`src/rtl/ps2_direction_decoder_pkg.sv`:
```
// Shared snake-game constants: direction encoding, PS/2 scan codes and receiver states.
// Imported by the PS/2 receiver, the direction decoder top and the game control block.
package snake_pkg;

    localparam logic [1:0] LEFT  = 2'd0;
    localparam logic [1:0] RIGHT = 2'd1;
    localparam logic [1:0] UP    = 2'd2;
    localparam logic [1:0] DOWN  = 2'd3;

    // Prefix bytes, then the E0-prefixed arrow codes and the plain WASD codes
    localparam logic [7:0] SC_EXT   = 8'hE0;
    localparam logic [7:0] SC_BREAK = 8'hF0;
    localparam logic [7:0] SC_LEFT  = 8'h6B;
    localparam logic [7:0] SC_RIGHT = 8'h74;
    localparam logic [7:0] SC_UP    = 8'h75;
    localparam logic [7:0] SC_DOWN  = 8'h72;
    localparam logic [7:0] SC_A     = 8'h1C;
    localparam logic [7:0] SC_D     = 8'h23;
    localparam logic [7:0] SC_W     = 8'h1D;
    localparam logic [7:0] SC_S     = 8'h1B;

    typedef enum logic [1:0] {
        RX_IDLE,
        RX_DATA,
        RX_PARITY,
        RX_STOP
    } rx_state_e;

    // PS/2 uses odd parity: data bits plus parity bit must hold an odd count of ones
    function automatic logic parity_ok(input logic [7:0] data, input logic par);
        return ^{data, par};
    endfunction

endpackage

```
`src/rtl/ps2_direction_decoder_if.sv`:
```
// Bundle of the raw PS/2 pins and the decoded direction outputs.
// master = keyboard side / consumer, slave = the decoder block.
interface ps2_direction_decoder_if;

    logic       ps2_clk;
    logic       ps2_dat;
    logic       left;
    logic       right;
    logic       up;
    logic       down;
    logic [1:0] dir;
    logic       dir_valid;
    logic       frame_err;

    modport master (
        output ps2_clk, ps2_dat,
        input  left, right, up, down, dir, dir_valid, frame_err
    );

    modport slave (
        input  ps2_clk, ps2_dat,
        output left, right, up, down, dir, dir_valid, frame_err
    );

endinterface

```
`src/rtl/ps2_direction_decoder_rx.sv`:
```
// PS/2 byte receiver: synchronizes the raw pins, detects ps2_clk falls and
// frames start/8 data/odd parity/stop bits, abandoning stalled frames after TIMEOUT_CYCLES.
module ps2_rx
    import snake_pkg::*;
#(
    parameter int TIMEOUT_CYCLES = 100000
) (
    input  logic       clk,
    input  logic       resetn,
    input  logic       ps2_clk,
    input  logic       ps2_dat,
    output logic [7:0] rx_byte,
    output logic       byte_valid,
    output logic       frame_err
);

    localparam int TW = $clog2(TIMEOUT_CYCLES + 1);

    logic [2:0]  clk_sync_q, clk_sync_d;
    logic [1:0]  dat_sync_q, dat_sync_d;
    logic        fall_q, fall_d;
    logic        bit_q, bit_d;
    rx_state_e   state_q, state_d;
    logic [2:0]  bit_cnt_q, bit_cnt_d;
    logic [7:0]  shift_q, shift_d;
    logic        parity_q, parity_d;
    logic [TW-1:0] to_cnt_q, to_cnt_d;
    logic        byte_valid_q, byte_valid_d;
    logic        frame_err_q, frame_err_d;

    // fall and its data bit are registered together so the sample lines up with the edge
    always_comb begin
        clk_sync_d = {clk_sync_q[1:0], ps2_clk};
        dat_sync_d = {dat_sync_q[0], ps2_dat};
        fall_d     = clk_sync_q[2] & ~clk_sync_q[1];
        bit_d      = dat_sync_q[1];
    end

    always_comb begin
        state_d      = state_q;
        bit_cnt_d    = bit_cnt_q;
        shift_d      = shift_q;
        parity_d     = parity_q;
        to_cnt_d     = to_cnt_q;
        byte_valid_d = 1'b0;
        frame_err_d  = 1'b0;

        if (state_q == RX_IDLE) begin
            to_cnt_d = '0;
            if (fall_q && !bit_q) begin
                state_d   = RX_DATA;
                bit_cnt_d = 3'd0;
            end
        end else if (fall_q) begin
            to_cnt_d = '0;
            unique case (state_q)
                RX_DATA: begin
                    shift_d = {bit_q, shift_q[7:1]};
                    if (bit_cnt_q == 3'd7) begin
                        state_d = RX_PARITY;
                    end else begin
                        bit_cnt_d = bit_cnt_q + 3'd1;
                    end
                end
                RX_PARITY: begin
                    parity_d = bit_q;
                    state_d  = RX_STOP;
                end
                RX_STOP: begin
                    if (bit_q && parity_ok(shift_q, parity_q)) begin
                        byte_valid_d = 1'b1;
                    end else begin
                        frame_err_d = 1'b1;
                    end
                    state_d = RX_IDLE;
                end
                default: state_d = RX_IDLE;
            endcase
        end else if (to_cnt_q == TW'(TIMEOUT_CYCLES)) begin
            // Stalled mid-frame: drop the partial byte and report it
            state_d     = RX_IDLE;
            to_cnt_d    = '0;
            frame_err_d = 1'b1;
        end else begin
            to_cnt_d = to_cnt_q + TW'(1);
        end
    end

    // Synchronizers reset to the idle-high line level so release never fakes a fall
    always_ff @(posedge clk or negedge resetn) begin
        if (!resetn) begin
            clk_sync_q   <= 3'b111;
            dat_sync_q   <= 2'b11;
            fall_q       <= 1'b0;
            bit_q        <= 1'b1;
            state_q      <= RX_IDLE;
            bit_cnt_q    <= 3'd0;
            shift_q      <= 8'h00;
            parity_q     <= 1'b0;
            to_cnt_q     <= '0;
            byte_valid_q <= 1'b0;
            frame_err_q  <= 1'b0;
        end else begin
            clk_sync_q   <= clk_sync_d;
            dat_sync_q   <= dat_sync_d;
            fall_q       <= fall_d;
            bit_q        <= bit_d;
            state_q      <= state_d;
            bit_cnt_q    <= bit_cnt_d;
            shift_q      <= shift_d;
            parity_q     <= parity_d;
            to_cnt_q     <= to_cnt_d;
            byte_valid_q <= byte_valid_d;
            frame_err_q  <= frame_err_d;
        end
    end

    assign rx_byte    = shift_q;
    assign byte_valid = byte_valid_q;
    assign frame_err  = frame_err_q;

endmodule

```
`src/rtl/ps2_direction_decoder.sv`:
```
// Turns PS/2 keyboard frames into held left/right/up/down levels and a latched dir.
// Define PS2_WASD_EN to also decode the plain (non-E0) WASD keys.
module ps2_direction_decoder
    import snake_pkg::*;
#(
    parameter int TIMEOUT_CYCLES = 100000
) (
    input  logic                    clk,
    input  logic                    resetn,
    ps2_direction_decoder_if.slave  bus
);

    logic [7:0] rx_byte;
    logic       byte_valid;
    logic       rx_err;

    logic       ext_q, ext_d;
    logic       brk_q, brk_d;
    logic [3:0] held_q, held_d;
    logic [1:0] dir_q, dir_d;
    logic       dir_valid_q, dir_valid_d;

    logic       key_hit;
    logic [1:0] key_dir;

    ps2_rx #(
        .TIMEOUT_CYCLES (TIMEOUT_CYCLES)
    ) u_rx (
        .clk        (clk),
        .resetn     (resetn),
        .ps2_clk    (bus.ps2_clk),
        .ps2_dat    (bus.ps2_dat),
        .rx_byte    (rx_byte),
        .byte_valid (byte_valid),
        .frame_err  (rx_err)
    );

    // Map the received byte to a direction; arrows need the E0 prefix, WASD must not have it
    always_comb begin
        key_hit = 1'b0;
        key_dir = RIGHT;
        if (ext_q) begin
            case (rx_byte)
                SC_LEFT:  begin key_hit = 1'b1; key_dir = LEFT;  end
                SC_RIGHT: begin key_hit = 1'b1; key_dir = RIGHT; end
                SC_UP:    begin key_hit = 1'b1; key_dir = UP;    end
                SC_DOWN:  begin key_hit = 1'b1; key_dir = DOWN;  end
                default:  ;
            endcase
        end
`ifdef PS2_WASD_EN
        else begin
            case (rx_byte)
                SC_A:    begin key_hit = 1'b1; key_dir = LEFT;  end
                SC_D:    begin key_hit = 1'b1; key_dir = RIGHT; end
                SC_W:    begin key_hit = 1'b1; key_dir = UP;    end
                SC_S:    begin key_hit = 1'b1; key_dir = DOWN;  end
                default: ;
            endcase
        end
`endif
    end

    always_comb begin
        ext_d       = ext_q;
        brk_d       = brk_q;
        held_d      = held_q;
        dir_d       = dir_q;
        dir_valid_d = 1'b0;

        if (rx_err) begin
            ext_d = 1'b0;
            brk_d = 1'b0;
        end else if (byte_valid) begin
            case (rx_byte)
                SC_EXT:   ext_d = 1'b1;
                SC_BREAK: brk_d = 1'b1;
                default: begin
                    if (key_hit) begin
                        if (brk_q) begin
                            held_d[key_dir] = 1'b0;
                        end else begin
                            held_d[key_dir] = 1'b1;
                            dir_d           = key_dir;
                            dir_valid_d     = 1'b1;
                        end
                    end
                    ext_d = 1'b0;
                    brk_d = 1'b0;
                end
            endcase
        end
    end

    always_ff @(posedge clk or negedge resetn) begin
        if (!resetn) begin
            ext_q       <= 1'b0;
            brk_q       <= 1'b0;
            held_q      <= 4'b0000;
            dir_q       <= RIGHT;
            dir_valid_q <= 1'b0;
        end else begin
            ext_q       <= ext_d;
            brk_q       <= brk_d;
            held_q      <= held_d;
            dir_q       <= dir_d;
            dir_valid_q <= dir_valid_d;
        end
    end

    assign bus.left      = held_q[LEFT];
    assign bus.right     = held_q[RIGHT];
    assign bus.up        = held_q[UP];
    assign bus.down      = held_q[DOWN];
    assign bus.dir       = dir_q;
    assign bus.dir_valid = dir_valid_q;
    assign bus.frame_err = rx_err;

endmodule

```
`src/flat_wrapper.sv`:
```
// flat-port wrapper written by rule: the top's interface ports become plain ports
module ps2_direction_decoder_flat import snake_pkg::*;
#(
    parameter int TIMEOUT_CYCLES = 100000
)
  (clk, resetn, bus_ps2_clk, bus_ps2_dat, bus_left, bus_right, bus_up, bus_down, bus_dir, bus_dir_valid, bus_frame_err);
  ps2_direction_decoder_if bus_i ();
  input  logic clk;
  input  logic resetn;
  input wire logic [$bits(bus_i.ps2_clk)-1:0] bus_ps2_clk;
  input wire logic [$bits(bus_i.ps2_dat)-1:0] bus_ps2_dat;
  output wire logic [$bits(bus_i.left)-1:0] bus_left;
  output wire logic [$bits(bus_i.right)-1:0] bus_right;
  output wire logic [$bits(bus_i.up)-1:0] bus_up;
  output wire logic [$bits(bus_i.down)-1:0] bus_down;
  output wire logic [$bits(bus_i.dir)-1:0] bus_dir;
  output wire logic [$bits(bus_i.dir_valid)-1:0] bus_dir_valid;
  output wire logic [$bits(bus_i.frame_err)-1:0] bus_frame_err;
  assign bus_i.ps2_clk = bus_ps2_clk;
  assign bus_i.ps2_dat = bus_ps2_dat;
  assign bus_left = bus_i.left;
  assign bus_right = bus_i.right;
  assign bus_up = bus_i.up;
  assign bus_down = bus_i.down;
  assign bus_dir = bus_i.dir;
  assign bus_dir_valid = bus_i.dir_valid;
  assign bus_frame_err = bus_i.frame_err;
  ps2_direction_decoder #(.TIMEOUT_CYCLES(TIMEOUT_CYCLES)) u_core (.clk(clk), .resetn(resetn), .bus(bus_i));
endmodule
```
`config.mk`:
```
export PLATFORM = sky130hd
export DESIGN_NAME = ps2_direction_decoder_flat
export DESIGN_NICKNAME = d
export VERILOG_FILES = /design/src/rtl/ps2_direction_decoder_pkg.sv /design/src/rtl/ps2_direction_decoder_if.sv /design/src/rtl/ps2_direction_decoder_rx.sv /design/src/rtl/ps2_direction_decoder.sv /design/src/flat_wrapper.sv
export SDC_FILE = /design/constraint.sdc
export NUM_CORES = 1
export LEC_CHECK = 0
export BUFFER_PORTS_ARGS = -buffer_cell sky130_fd_sc_hd__buf_2
export CAP_MARGIN = 20
export CORE_MARGIN = 10
export CORE_UTILIZATION = 30
export CTS_CLUSTER_DIAMETER = 200
export CTS_CLUSTER_SIZE = 40
export DETAILED_ROUTE_END_ITERATION = 8
export GPL_TIMING_DRIVEN = 0
export PLACE_DENSITY_LB_ADDON = 0.25
export SKIP_LAST_GASP = 1
export SLEW_MARGIN = 20
export SYNTH_ARGS = -nofsm -noshare
export SYNTH_HDL_FRONTEND = slang
export SYNTH_SLANG_ARGS = --single-unit
```
`constraint.sdc`:
```
create_clock -name clk -period 1.7 [get_ports clk]
set_input_delay 0.17 -clock clk [delete_from_list [all_inputs] [get_ports clk]]
set_output_delay 0.17 -clock clk [all_outputs]
set_load 0.02 [all_outputs]
```
==> results.yml, run 1 <==
timing:
  fin_crit_ps: 1760
  final_max_slew_viol_count: 0
  tightest_slew_ps: 616
  hold_violations: 0
  fin_ws_ps: -58.6
  setup_tns_ps: -138
  relSlewSlack_pct: 58.9
  rsz0062_at_grt: "true"
  fin_skew_ps: 7.17
  min_period_over_period_pct: 103
  fmax_mhz: 569
  setup_viol: 4
run_status:
  status: "complete, but fails checks"
  violations: "setup timing"
cells_and_area:
  fin_nets: 248
  diodes: 0
  nFillCells: 777
  syn_to_final_growth_pct: 19.7
  fin_util_pct: 36.8
  layout-drive-gt1-share_pct: 31.6
drt:
  routed_via_density: 4.53
  drc: 0
  drt_pass1_iterations: 4
  drt_wl_total_um: 4280
  antenna_left: 0
  drt_iter0_drc: 57
  wl_per_cell_um: 12.6
  vias: 1534
floorplan:
  rows: 32
  dieWidth_um: 109
  die_h_um: 109
  ios: 12
  dieArea_um2: 11900
  design.core.area_um2: 7730
  start_util_pct: 30.7
cts:
  cts_tree: "done"
  htreeDepth: 2
  clock_sinks: 49
  clk_pin_slew_ps: 90
  cts_buffers: 5
  cts.path.max_buffers: 2
  clock_latency_ps: 300
  root_buffer: "clkbuf_8"
critical_path:
  critPathMaxFanout: 9
  cp.required_ps: 1890
  criticalPathCategory: "reg2reg"
  path_cells: "buf_6 > or3b_4 > a21oi_4 > o211ai_4 > nor2_4 > mux2_4"
  critPathBufInv: 1
  worst_setup_path_end_kind: "flop"
  critical-path-slowest-cell: "or3b_4"
  start_kind: "flop"
  critPathTopFamily: "simple AND/OR/NAND/NOR gates"
  max_stage_delay_ps: 400
  worstPathArrival_ps: 1950
placement:
  portBuffers: 11
  dp_hpwl_um: 2850
  gp_congestion: 0.727
global_route:
  globalRouteTotalUtil_pct: 7.65
  grt_antenna_before_repair: 0
  grt_overflow_total: 0
  grt_max_degree: 50
  grt_pass1_vias: 1600
  grt_pass1_wl_um: 7330
synth:
  synthesis.nets: 219
  ys.flop_type: "dfrtp_1"
  yosys.area.top_type_share_pct: 44.3
  yosysWarnings: 0
  synth_edf_count: 0
  yosysTopAreaCell: "dfrtp_1"
  async_flop_share_pct: 100
  synth_seq_cells: 49
  synthTopCellsByCount: "dfrtp_1 (42), nor2_1 (22), nand2_1 (17), xor2_1 (11), xnor2_1 (10)"
  syn_area_um2: 2370
  avgSynthCellArea_um2: 11.5
  synthTopCellsByArea: "dfrtp_1 (44%), dfstp_2 (7.8%), mux2_2 (4.3%)"
  ys_seq_area_share_pct: 52.1
  synthDistinctLibCells: 46
  synth_cells: 207
  synth_most_common_cell: "dfrtp_1"
power:
  power_mw: 3.18
  ir_worst_vdd_uv: 356
  p_leak_nw: 1.24
  powerDensity_nw_per_um2: 1120
worst_hold_path:
  hp-class: "reg2reg"
job:
  maxCapViolCount: 0
## logic make-up after synthesis
group / after synthesis / synth area share, %
and+or+nand+nor: 86 / 21.0
DFF: 49 / 52.1
xor gates and xnor gates: 22 / 8.70
AOI/OAI and AO/OA: 16 / 5.27
muxes: 15 / 6.86
buffers and inverters: 11 / 1.90
adders and majority gates: 8 / 4.22
## what timing repair did
item                       CTS  global route
resized for setup            9            16
setup endpoints to repair   29            29
setup buffers                6             2
hold buffers                 2             1
hold endpoints to repair     2            42
pin swaps                   10             5
## cell type report
type | instances | area (µm²) | area share (%)
multi-input cells | 147 | 1190 | 41.8
well taps | 102 | 128 | 4.49
repair buffers | 22 | 148 | 5.20
plain buffers | 2 | 16.3 | 0.573
flip-flops and latches | 49 | 1240 | 43.6
clock buffers | 8 | 90.1 | 3.17
inverters | 9 | 33.8 | 1.19
## worst paths after layout
| check | from | end | slack [ps] | cells after the start |
|---|---|---|---|---|
| worst max-delay path | u_core.u_rx.rx_byte[2]$_DFFE_PN0P_ | u_core.bus.dir[1]$_DFFE_PN0P_ | -60 | 6 |
| worst min-delay path | u_core.u_rx.dat_sync_q[0]$_DFF_PN1_ | u_core.u_rx.dat_sync_q[1]$_DFF_PN1_ | 360 | 0 |
| worst max register to register | u_core.u_rx.rx_byte[2]$_DFFE_PN0P_ | u_core.bus.dir[1]$_DFFE_PN0P_ | -60 | 6 |
| worst min register to register | u_core.u_rx.dat_sync_q[0]$_DFF_PN1_ | u_core.u_rx.dat_sync_q[1]$_DFF_PN1_ | 360 | 0 |
| max in group asynchronous | resetn | u_core.u_rx.rx_byte[3]$_DFFE_PN0P_ | 820 | 2 |
| min in group asynchronous | resetn | u_core.u_rx.to_cnt_q[10]$_DFF_PN0_ | 430 | 2 |
## power breakdown
part | switching [mW] | internal (mW)
clock | 0.368 | 0.332
sequential | 0.190 | 1.32
combinational | 0.463 | 0.505
## metal layers
| layer | vias to the layer above | wire, µm | GRT usage [%] |
|---|---|---|---|
| met3 | 8 | 163 | 2.18 |
| met2 | 15 | 1920 | 12.3 |
| met5 | - | 0 | 0 |
| li1 | 770 | - | - |
| met4 | 0 | 83 | 3.67 |
| met1 | 741 | 2110 | 9.25 |
## sequential cells by signal (all words and copies together) (netlist names), named ones only
signal,flops
u_core.u_rx.state_q,2
u_core.brk_q,1
u_core.u_rx.bit_q,1
u_core.u_rx.fall_q,1
u_core.ext_q,1
u_core.u_rx.clk_sync_q,3
u_core.u_rx.frame_err,1
u_core.u_rx.bit_cnt_q,3
u_core.u_rx.to_cnt_q,17
u_core.u_rx.dat_sync_q,2
u_core.u_rx.byte_valid,1
u_core.bus.dir_valid,1
u_core.bus.dir,2
u_core.u_rx.rx_byte,8
u_core.u_rx.parity_q,1
## through the flow
step,instances,hold slack [ps],cell area [µm²],worst slack (ps)
after CTS,336,113,2740,-92.2
final,339,358,2840,-58.6
after floorplan,207,-126,2370,-25.5
after global placement,320,275,2560,-298
after detailed placement,320,277,2560,-310
after global routing,339,366,2840,-99.9
## cells in the final DEF (no fill, tap or decap), drive strengths merged, types with 2 or more instances in the layout
master | netlist | final
nand3 | 8 | 8
and2 | 2 | 2
mux2i | 5 | 5
inv | 9 | 9
o21ai | 5 | 5
nand4 | 4 | 4
xnor2 | 10 | 10
dlygate4sd3 | 0 | 3
dfrtp | 42 | 42
nand3b | 2 | 2
nor2b | 3 | 3
dfstp | 7 | 7
xor2 | 11 | 11
nor2 | 24 | 24
clkbuf | 1 | 8
or2 | 3 | 3
nor4 | 4 | 4
and3 | 4 | 4
nand2 | 17 | 17
or2b | 2 | 2
nor3 | 2 | 2
nand4b | 2 | 2
buf | 1 | 21
ha | 8 | 8
nor3b | 2 | 2
and4 | 2 | 2
mux2 | 10 | 10
a21oi | 6 | 6
(Power assumes the default switching activity.)
==> run 2, diff against run 1 <==
Settings changed: CORE_ASPECT_RATIO set to 0.75, CORE_MARGIN 10 to not set.
==> results.yml, run 2 (synthesis results as in run 1) <==
run_status:
  status: "complete, but fails checks"
  violations: "setup timing"
drt:
  wl_per_cell_um: 12.6
  vias: 1568
  drt_wl_total_um: 4350
  antenna_left: 0
  drc: 0
  routed_via_density: 4.56
  drt_iter0_drc: 52
  drt_pass1_iterations: 4
timing:
  tightest_slew_ps: 468
  min_period_over_period_pct: 103
  hold_violations: 0
  fin_ws_ps: -44.7
  relSlewSlack_pct: 68.8
  fin_skew_ps: 10.9
  setup_viol: 3
  setup_tns_ps: -81.4
  fmax_mhz: 573
  fin_crit_ps: 1740
  rsz0062_at_grt: "true"
  final_max_slew_viol_count: 0
critical_path:
  worstPathArrival_ps: 1930
  critPathMaxFanout: 5
  critPathBufInv: 0
  start_kind: "flop"
  critical-path-slowest-cell: "dfrtp_2"
  reg2regPathDepth: 5
  cp.required_ps: 1890
  criticalPathCategory: "reg2reg"
  max_stage_delay_ps: 460
  worst_setup_path_end_kind: "flop"
  cp_num_cells: 5
  path_cells: "or3b_4 > a21oi_4 > o211ai_4 > nor2_4 > mux2_4"
  critPathTopFamily: "simple AND/OR/NAND/NOR gates"
cts:
  clock_sinks: 49
  cts.path.max_buffers: 2
  cts_buffers: 5
  htreeDepth: 2
  cts_tree: "done"
  clock_latency_ps: 300
  clk_pin_slew_ps: 90
  root_buffer: "clkbuf_8"
placement:
  portBuffers: 11
  post-place-ws_ps: -312
  gp_congestion: 0.757
  dp_hpwl_um: 2900
cells_and_area:
  mostFrequentLayoutCells: "dfrtp_1 (37), nor2_1 (21), nand2_1 (15)"
  diodes: 0
  fin_nets: 254
  largest-register: "u_core.u_rx.to_cnt_q"
  mostFrequentLayoutCell: "dfrtp_1"
  syn_to_final_growth_pct: 22.4
  largest_register_ffs: 17
  layout-drive-gt1-share_pct: 34.2
power:
  powerDensity_nw_per_um2: 1140
  p_leak_nw: 1.29
  ir_worst_vdd_uv: 493
global_route:
  globalRouteTotalUtil_pct: 11.5
  grt_max_degree: 32
  grt_pass1_vias: 1562
  grt_antenna_before_repair: 0
  grt_pass1_wl_um: 7490
  grt_overflow_total: 0
floorplan:
  rows: 27
  design.core.area_um2: 7500
  start_util_pct: 31.6
  dieWidth_um: 105
  ios: 12
  die_h_um: 79.0
  dieArea_um2: 8270
worst_hold_path:
  hp-class: "in2async"
job:
  maxCapViolCount: 0
==> run 2: final cells by class <==
class                   instances  area (µm²)
repair buffers                 29         214
fillers                       769        4600
well taps                     101         126
multi-input cells             147        1170
plain buffers                   1        7.51
inverters                       9        33.8
clock inverters                 2        35.0
clock buffers                   6        72.6
flip-flops and latches         49        1240
==> run 2: layer usage <==
layer	track usage [%]	vias up	wire length, µm
li1	-	780	-
met1	16.2	764	2360
met2	17.4	22	1820
met3	3.04	2	148
met4	2.96	0	23
met5	0	-	0
==> run 2: worst paths after layout <==
path | startpoint | to | slack [ps]
worst max-delay path | u_core.u_rx.rx_byte[2]$_DFFE_PN0P_ | u_core.bus.dir[1]$_DFFE_PN0P_ | -40
worst min-delay path | resetn | u_core.u_rx.state_q[1]$_DFFE_PN0P_ | 350
worst max register to register | u_core.u_rx.rx_byte[2]$_DFFE_PN0P_ | u_core.bus.dir[1]$_DFFE_PN0P_ | -40
worst min register to register | u_core.u_rx.clk_sync_q[0]$_DFF_PN1_ | u_core.u_rx.clk_sync_q[1]$_DFF_PN1_ | 360
max in group asynchronous | resetn | u_core.bus.dir[0]$_DFFE_PN1P_ | 750
min in group clk | u_core.u_rx.clk_sync_q[0]$_DFF_PN1_ | u_core.u_rx.clk_sync_q[1]$_DFF_PN1_ | 360
==> run 2: stage by stage <==
step	util [%]	hold slack (ps)	cell area [µm²]	power (mW)	cells
2_1_floorplan	-	-126	2370	2.11	207
3_3_place_gp	34.1	275	2560	2.29	319
3_5_place_dp	34.4	152	2580	2.31	320
4_1_cts	37.3	352	2800	3.26	337
5_1_grt	38.7	363	2900	3.54	344
6_report	38.7	351	2900	3.32	344
==> run 2: where the power goes <==
group	switching (mW)	internal, mW	total (mW)
clock network	0.373	0.437	0.810
registers	0.176	1.32	1.50
logic	0.480	0.530	1.01
==> run 2: worst reg2reg max path: cells and delay by family (launching register included) <==
family / cells / cell delay (ps)
compound gates: 2 / 320
simple gates: 2 / 560
flops: 1 / 460
mux: 1 / 310
==> run 2: what timing repair did <==
action / 4_1_cts / 5_1_grt
setup buffers: 7 / 7
gates resized for setup: 13 / 16
hold endpoints to repair: 14 / 0
endpoints found under the setup margin: 29 / 23
hold buffers: 3 / 0
pin swaps: 7 / 11
==> run 3, diff against run 2 <==
Settings changed: CORE_MARGIN set to 8, PLACE_DENSITY set to 0.43, PLACE_DENSITY_LB_ADDON 0.25 to not set.
==> results.yml, run 3 (synthesis results as in run 1) <==
cells_and_area:
  mostFrequentLayoutCells: "dfrtp_1 (34), buf_4 (20), nand2_1 (15)"
  mostFrequentLayoutCell: "dfrtp_1"
  syn_to_final_growth_pct: 30.8
  fin_nets: 261
  diodes: 0
  layoutNonFillerInstCount: 355
  fin_util_pct: 39.9
  layout-drive-gt1-share_pct: 44.8
  fin_area_um2: 3100
  largest_register_ffs: 17
  largest-register: "u_core.u_rx.to_cnt_q"
drt:
  routed_via_density: 4.65
  drt_pass1_iterations: 4
  drt_iter0_drc: 38
  antenna_left: 0
  vias: 1650
  wl_per_cell_um: 13.3
  drc: 0
  drt_wl_total_um: 4710
timing:
  fin_crit_ps: 1750
  rsz0062_at_grt: "true"
  fin_skew_ps: 12.1
  relSlewSlack_pct: 57.9
  final_max_slew_viol_count: 0
  setup_tns_ps: -79.3
  tightest_slew_ps: 631
  min_period_over_period_pct: 103
  fin_ws_ps: -50.4
  setup_viol: 4
  hold_violations: 0
  fmax_mhz: 571
cts:
  root_buffer: "clkbuf_8"
  cts_tree: "done"
  htreeDepth: 2
  clk_pin_slew_ps: 90
  clock_sinks: 49
  cts.path.max_buffers: 2
  clock_latency_ps: 300
  cts_buffers: 5
global_route:
  grt_antenna_before_repair: 0
  grt_pass1_wl_um: 8180
  grt_pass1_vias: 1670
  globalRouteTotalUtil_pct: 9.02
  grt_max_degree: 50
  grt_overflow_total: 0
placement:
  portBuffers: 11
  placed_cells: 323
  dp_hpwl_um: 3010
  placed_cell_area_um2: 2560
  gp_congestion: 0.754
job:
  maxCapViolCount: 0
floorplan:
  start_util_pct: 30.5
  dieWidth_um: 119
  die_h_um: 93.0
  dieArea_um2: 11000
  rows: 28
  design.core.area_um2: 7780
  ios: 12
critical_path:
  worstPathArrival_ps: 1950
  rr_startpoint: "u_core.u_rx.rx_byte[2]$_DFFE_PN0P_"
  cp.required_ps: 1890
  start_kind: "flop"
  worst_setup_path_end_kind: "flop"
  criticalPathCategory: "reg2reg"
  startpoint: "u_core.u_rx.rx_byte[2]$_DFFE_PN0P_"
  critPathMaxFanout: 5
run_status:
  status: "complete, but fails checks"
  violations: "setup timing"
power:
  ir_worst_vdd_uv: 390
  powerDensity_nw_per_um2: 1110
  p_leak_nw: 1.34
worst_hold_path:
  worstHoldStart: "u_core.u_rx.dat_sync_q[0]$_DFF_PN1_"
  hp-class: "reg2reg"
## run 3: what timing repair did
action,CTS,global route
pin swaps,10,20
endpoints found under the setup margin,29,24
gates cloned,0,1
setup buffers,8,13
hold buffers,3,0
hold endpoints to repair,44,0
gates resized for setup,16,51
## run 3: per-stage QoR
stage / power [mW] / worst slack [ps] / hold WS, ps
floorplan: 2.11 / -25.5 / -126
CTS: 3.11 / -87.3 / 361
detailed placement: 2.31 / -370 / 248
finish: 3.46 / -50.4 / 359
global placement: 2.31 / -382 / 276
global route: 3.71 / -157 / 364
## run 3: path summary, 6_finish.rpt
path,depth (start not counted),slack [ps],endpoint
max in group asynchronous,2,800,u_core.u_rx.to_cnt_q[0]$_DFF_PN0_
worst min-delay path,0,360,u_core.u_rx.dat_sync_q[1]$_DFF_PN1_
worst max register to register,5,-50,u_core.bus.dir[1]$_DFFE_PN0P_
min in group asynchronous,2,420,u_core.u_rx.to_cnt_q[9]$_DFF_PN0_
worst max-delay path,5,-50,u_core.bus.dir[1]$_DFFE_PN0P_
worst min register to register,0,360,u_core.u_rx.dat_sync_q[1]$_DFF_PN1_
## run 3: routing by layer
layer / routed length [µm] / share of wire, % / global-route usage [%]
met1: 2490 / 53 / 12.3
met2: 2010 / 43 / 13.5
met3: 170 / 3.6 / 2.47
met4: 46 / 0.98 / 3.15
met5: 0 / 0 / 0
## run 3: worst max-delay path, cell delays in order, from the launching register on
cell and delay, ps:
dfrtp_2 450, or3b_4 440, a21oi_4 170, o211ai_4 140, nor2_4 150, mux2_4 310
## run 3: area by class of cell
class                      count  area, µm²
tap                          105        131
inverter                       9       33.8
buffer                         1       20.0
sequential                    49       1240
fill                         764       4670
timing repair buffer          36        278
multi-input combinational    147       1310
clock inverter                 3       17.5
clock buffer                   5       68.8
## run 3: where the power goes
| group | switching, mW | internal, mW | total (mW) | leakage, nW |
|---|---|---|---|---|
| combinational | 0.597 | 0.680 | 1.28 | 0.659 |
| sequential | 0.179 | 1.33 | 1.51 | 0.636 |
| clock | 0.389 | 0.285 | 0.674 | 0.0439 |
| total | 1.17 | 2.29 | 3.46 | 1.34 |
